**src/rtl/dht11_sampler.sv**
```systemverilog
// Measurement scheduler for the dht11 driver: periodic/forced start pulses,
// watchdog, plausibility check, bounded retries and last-good-sample outputs.
module dht11_sampler #(
  parameter int unsigned PERIOD_CYCLES   = 100000000,
  parameter int unsigned RETRY_GAP       = 50000000,
  parameter int unsigned MAX_RETRIES     = 3,
  parameter int unsigned WATCHDOG_CYCLES = 5000000,
  parameter int unsigned HUM_MAX         = 100,
  parameter int unsigned TEMP_MAX        = 50
) (
  input  logic        clock,
  input  logic        reset,
  input  logic        enable,
  input  logic        force_meas,
  input  logic        dht_pronto,
  input  logic        dht_error,
  input  logic [15:0] dht_temperatura,
  input  logic [15:0] dht_umidade,
  output logic        dht_start,
  output logic [15:0] temperatura,
  output logic [15:0] umidade,
  output logic        valido,
  output logic        novo,
  output logic        falha,
  output logic [7:0]  erro_count,
  output logic [3:0]  db_estado
);

  localparam int PER_W = (PERIOD_CYCLES > 1) ? $clog2(PERIOD_CYCLES) : 1;
  localparam int GAP_W = (RETRY_GAP > 1) ? $clog2(RETRY_GAP) : 1;
  localparam int WD_W  = (WATCHDOG_CYCLES > 1) ? $clog2(WATCHDOG_CYCLES) : 1;
  localparam int RT_W  = $clog2(MAX_RETRIES + 1);

  localparam logic [PER_W-1:0] PER_LAST = PER_W'(PERIOD_CYCLES - 1);
  localparam logic [GAP_W-1:0] GAP_LAST = GAP_W'(RETRY_GAP - 1);
  localparam logic [WD_W-1:0]  WD_LAST  = WD_W'(WATCHDOG_CYCLES - 1);
  localparam logic [RT_W-1:0]  RT_LIMIT = RT_W'(MAX_RETRIES);

  typedef enum logic [3:0] {
    ST_IDLE        = 4'd0,
    ST_TRIGGER     = 4'd1,
    ST_WAIT_RESULT = 4'd2,
    ST_CHECK       = 4'd3,
    ST_FAIL        = 4'd4,
    ST_GAP         = 4'd5,
    ST_PERIOD_WAIT = 4'd6
  } state_t;

  state_t           state_q, state_d;
  logic [WD_W-1:0]  wd_cnt_q, wd_cnt_d;
  logic [GAP_W-1:0] gap_cnt_q, gap_cnt_d;
  logic [PER_W-1:0] per_cnt_q, per_cnt_d;
  logic [RT_W-1:0]  retry_q, retry_d;
  logic [RT_W-1:0]  retry_inc;
  logic [7:0]       erro_q, erro_d;
  logic [15:0]      temp_q, temp_d;
  logic [15:0]      hum_q, hum_d;
  logic             valido_q, valido_d;
  logic             novo_q, novo_d;
  logic             falha_q, falha_d;
  logic             pronto_q, error_q;

  logic done_edge;
  logic fail_edge;
  logic range_ok;

  // Only rising edges count, so a flag left high by the previous read is ignored.
  assign done_edge = dht_pronto & ~pronto_q;
  assign fail_edge = dht_error & ~error_q;
  assign range_ok  = (32'(dht_umidade[15:8]) <= HUM_MAX) &&
                     (32'(dht_temperatura[15:8]) <= TEMP_MAX);

  always_comb begin
    state_d   = state_q;
    wd_cnt_d  = '0;
    gap_cnt_d = '0;
    per_cnt_d = '0;
    retry_d   = retry_q;
    retry_inc = retry_q + RT_W'(1);
    erro_d    = erro_q;
    temp_d    = temp_q;
    hum_d     = hum_q;
    valido_d  = valido_q;
    novo_d    = 1'b0;
    falha_d   = falha_q;

    unique case (state_q)
      ST_IDLE: begin
        if (enable || force_meas) state_d = ST_TRIGGER;
      end
      ST_TRIGGER: begin
        state_d = ST_WAIT_RESULT;
      end
      ST_WAIT_RESULT: begin
        wd_cnt_d = (wd_cnt_q == WD_LAST) ? '0 : wd_cnt_q + WD_W'(1);
        if (fail_edge)                state_d = ST_FAIL;
        else if (done_edge)           state_d = ST_CHECK;
        else if (wd_cnt_q == WD_LAST) state_d = ST_FAIL;
      end
      ST_CHECK: begin
        if (range_ok) begin
          temp_d   = dht_temperatura;
          hum_d    = dht_umidade;
          valido_d = 1'b1;
          novo_d   = 1'b1;
          falha_d  = 1'b0;
          retry_d  = '0;
          state_d  = enable ? ST_PERIOD_WAIT : ST_IDLE;
        end else begin
          state_d = ST_FAIL;
        end
      end
      ST_FAIL: begin
        erro_d = (erro_q == 8'hFF) ? erro_q : erro_q + 8'd1;
        if (retry_inc == RT_LIMIT) begin
          falha_d = 1'b1;
          retry_d = '0;
          state_d = enable ? ST_PERIOD_WAIT : ST_IDLE;
        end else begin
          // A started retry sequence runs to completion even if enable drops.
          retry_d = retry_inc;
          state_d = ST_GAP;
        end
      end
      ST_GAP: begin
        if (gap_cnt_q == GAP_LAST) state_d = ST_TRIGGER;
        else                       gap_cnt_d = gap_cnt_q + GAP_W'(1);
      end
      ST_PERIOD_WAIT: begin
        if (!enable)                  state_d = ST_IDLE;
        else if (per_cnt_q == PER_LAST) state_d = ST_TRIGGER;
        else if (force_meas && (32'(per_cnt_q) >= RETRY_GAP)) state_d = ST_TRIGGER;
        else                          per_cnt_d = per_cnt_q + PER_W'(1);
      end
      default: state_d = ST_IDLE;
    endcase
  end

  always_ff @(posedge clock or negedge reset) begin
    if (!reset) begin
      state_q   <= ST_IDLE;
      wd_cnt_q  <= '0;
      gap_cnt_q <= '0;
      per_cnt_q <= '0;
      retry_q   <= '0;
      erro_q    <= '0;
      temp_q    <= '0;
      hum_q     <= '0;
      valido_q  <= 1'b0;
      novo_q    <= 1'b0;
      falha_q   <= 1'b0;
      pronto_q  <= 1'b0;
      error_q   <= 1'b0;
    end else begin
      state_q   <= state_d;
      wd_cnt_q  <= wd_cnt_d;
      gap_cnt_q <= gap_cnt_d;
      per_cnt_q <= per_cnt_d;
      retry_q   <= retry_d;
      erro_q    <= erro_d;
      temp_q    <= temp_d;
      hum_q     <= hum_d;
      valido_q  <= valido_d;
      novo_q    <= novo_d;
      falha_q   <= falha_d;
      pronto_q  <= dht_pronto;
      error_q   <= dht_error;
    end
  end

  assign dht_start   = (state_q == ST_TRIGGER);
  assign temperatura = temp_q;
  assign umidade     = hum_q;
  assign valido      = valido_q;
  assign novo        = novo_q;
  assign falha       = falha_q;
  assign erro_count  = erro_q;
  assign db_estado   = state_q;

endmodule

```
**config.mk**
```make
export PLATFORM = sky130hd
export DESIGN_NAME = dht11_sampler
export DESIGN_NICKNAME = d
export VERILOG_FILES = /design/src/rtl/dht11_sampler.sv
export SDC_FILE = /design/constraint.sdc
export NUM_CORES = 1
export LEC_CHECK = 0
export BUFFER_PORTS_ARGS = -buffer_cell sky130_fd_sc_hd__buf_2
export CORE_MARGIN = 8
export CORE_UTILIZATION = 60
export DETAILED_ROUTE_END_ITERATION = 10
export PLACE_DENSITY = 0.83
export SLEW_MARGIN = 25
export SYNTH_ARGS = -nofsm -noshare
export SYNTH_HDL_FRONTEND = slang
export SYNTH_SLANG_ARGS = --single-unit
```
**constraint.sdc**
```tcl
create_clock -name clock -period 6.1 [get_ports clock]
set_input_delay 0.61 -clock clock [delete_from_list [all_inputs] [get_ports clock]]
set_output_delay 0.61 -clock clock [all_outputs]
set_load 0.02 [all_outputs]
```
==> impl_metrics.ini <==
[run_status]
status = finished, final reports clean

[placement]
placed_cell_area_sq_um = 6420
port-buffer-count = 84
dp_hpwl_microns = 9000
gp_congestion = 0.844

[cells_and_area]
multi_input_area_sq_um = 2610
fin_nets = 686
final_cell_area_sq_um = 6980
fill_cells = 686
register_area_sq_um = 3150
final_util_pct = 72.5
syn_to_final_growth_pct = 18.5
diodes = 0
layout-drive-gt1-share_pct = 23.2

[synthesis]
synth_top_area_share_pct = 53.5
yosysSeqAreaShare_pct = 53.5
synth_fa_ha_area_share_pct = 1.06
synth_area_sq_um = 5890
yosysTopAreaCell = dfrtp_1
synth_compound_area_share_pct = 4.12
ys_ff_latch = 126
ys_warn_count = 0
ys.flop_type = dfrtp_1
ys_top_cells_by_area = dfrtp_1 53%, xnor2_1 6.7%, mux2_2 5.7%
synth_edf_count = 0
synth_simple_gate_area_share_pct = 22.5
synth_commonest_cells = 126 x dfrtp_1, 84 x nor2_1, 45 x xnor2_1
muxShareOfSynthArea_pct = 5.73
yosysMostFrequentCell = dfrtp_1
syn_nets = 598
ys_async_sr_fraction_pct = 100
syn_area_per_cell_sq_um = 10.6
synthCells = 555
synth_cell_types = 49
synthXorXnorAreaFrac_pct = 10.7
synth_top_family_by_area = simple AND/OR/NAND/NOR gates

[floorplanning]
std_cell_rows = 36
die_area_sq_um = 13300
coreArea_sq_um = 9640
die_h_microns = 115
io_pins = 86
die_w_microns = 115
start_util_pct = 61.2

[timing]
finalClockSkew_ns = 0.00487
post-route-min-period_ns = 2.64
max_slew_margin_pct = 40.7
setup_tns_ns = 0
holdWs_ns = 0.135
finalHoldViolations = 0
period_share_pct = 43.3
setup_viol = 0
final-max-slew-violation-count = 0
tightest_slew_ns = 0.890
fmax_ghz = 0.378
rsz0062_at_grt = no

[power]
peakVddDrop_mv = 0.281
leakage_uw = 0.00306
p_per_area_nw_per_um2 = 362
power_uw = 2530

[detailed_routing]
ant_nets = 0
drcViolationCount = 0
drt_iter0_markers = 267
post_drt_wl_per_cell_microns = 16.5
vias_per_cell = 5.60
routed_wl_microns = 13100
dr.pass1.iters = 4
vias = 4418

[clock_network]
clk_pin_slew_ns = 0.05
cts_tree = built
ctsResizeCount = 0
clk_path_buf_depth = 2
h-tree-depth = 4
cts_made_buffers = 17
clock-sinks = 126
cts_setup_buffers = 0
clk_latency_ns = 0.51
clock-root-buffer = clkbuf_8
cts_hold_buf = 0

[setup_path]
crit_arrival_ns = 2.98
worst-setup-path-type = flip-flop to flip-flop
worstPathRequired_ns = 6.44
crit_fanout = 26
cp-start-kind = flip-flop
cp-end-kind = flip-flop

[global_route]
grt_start_max_net_pins = 74
antenna_found_initial = 0
grt_pass1_vias = 4535
grt_usage_pct = 21.0
grt-ovfl-total = 0
grt_pass1_wl_microns = 22000

[run]
drv_cap = 0

[min_path]
hp-class = primary input to asynchronous set/reset pin
sequential cells by signal, indices dropped and copies added, names as in the netlist:
name         cells
falha            1
temperatura     16
valido           1
umidade         16
retry_q          2
erro_count       8
wd_cnt_q        23
db_estado        3
pronto_q         1
novo             1
error_q          1
per_cnt_q       27
gap_cnt_q       26
layout by cell type (no fill, tap or decap), types with 7 or more instances in the layout:
master,n
and4_1,9
inv_1,11
and3_1,14
nor2b_1,10
nor2_1,84
nand3_1,24
xnor2_1,45
nor3_1,15
clkbuf_16,16
mux2_2,30
nand2_1,32
nand4_1,23
clkbuf_8,7
nor4_1,17
dfrtp_1,126
o21ai_0,9
xor2_1,27
buf_2,83
cell type report:
| class | count | area share (%) |
|---|---|---|
| Tap cell | 133 | 2.38 |
| Clock buffer | 27 | 7.33 |
| Inverter | 11 | 0.591 |
| Clock inverter | 5 | 0.752 |
| Multi-Input combinational cell | 400 | 37.4 |
| Sequential cell | 126 | 45.1 |
| Timing Repair Buffer | 87 | 6.38 |
kinds of logic after synthesis:
logic type,after synthesis
AOI/OAI and AO/OA,35
xor gates and xnor gates,72
adders and majority gates,5
buffers and inverters,29
DFF,126
muxes,30
other,1
and+or+nand+nor,257
metal layers:
metal | track usage (%) | routed length [microns] | up-vias
li1 | - | - | 2110
met1 | 27.0 | 5890 | 2196
met2 | 32.7 | 6350 | 101
met3 | 6.72 | 679 | 11
met4 | 7.71 | 144 | 0
met5 | 0 | 0 | -
worst max-delay path, stage by stage (launching register included):
cell,delay [ns]
dfrtp_1,0.44
ha_1,0.30
nand3_1,0.24
nor4_1,0.53
a21o_1,0.75
o311ai_1,0.22
report_power, final:
group	internal, uW	switching, uW
Sequential	950	96.3
Clock	604	341
Combinational	208	331
Total	1760	768
metrics by stage:
stage | worst slack [ns] | instances
5_1_grt | 3.30 | 789
3_5_place_dp | 3.35 | 757
3_3_place_gp | 3.46 | 757
4_1_cts | 3.47 | 789
6_report | 3.46 | 789
2_1_floorplan | 3.89 | 555
path summary, 6_finish.rpt:
kind                              startpoint            end  slack, ns  cells past startpoint
worst min register to register   wd_cnt_q[0]    wd_cnt_q[0]       0.45                      1
worst min-delay path                   reset  gap_cnt_q[23]       0.14                      1
worst max register to register  gap_cnt_q[0]   db_estado[2]       3.46                      5
worst max-delay path            gap_cnt_q[0]   db_estado[2]       3.46                      5
min in group clock                 dht_error        error_q       0.23                      1
max in group asynchronous              reset    wd_cnt_q[0]       4.63                      2
(Power assumes the default switching activity.)
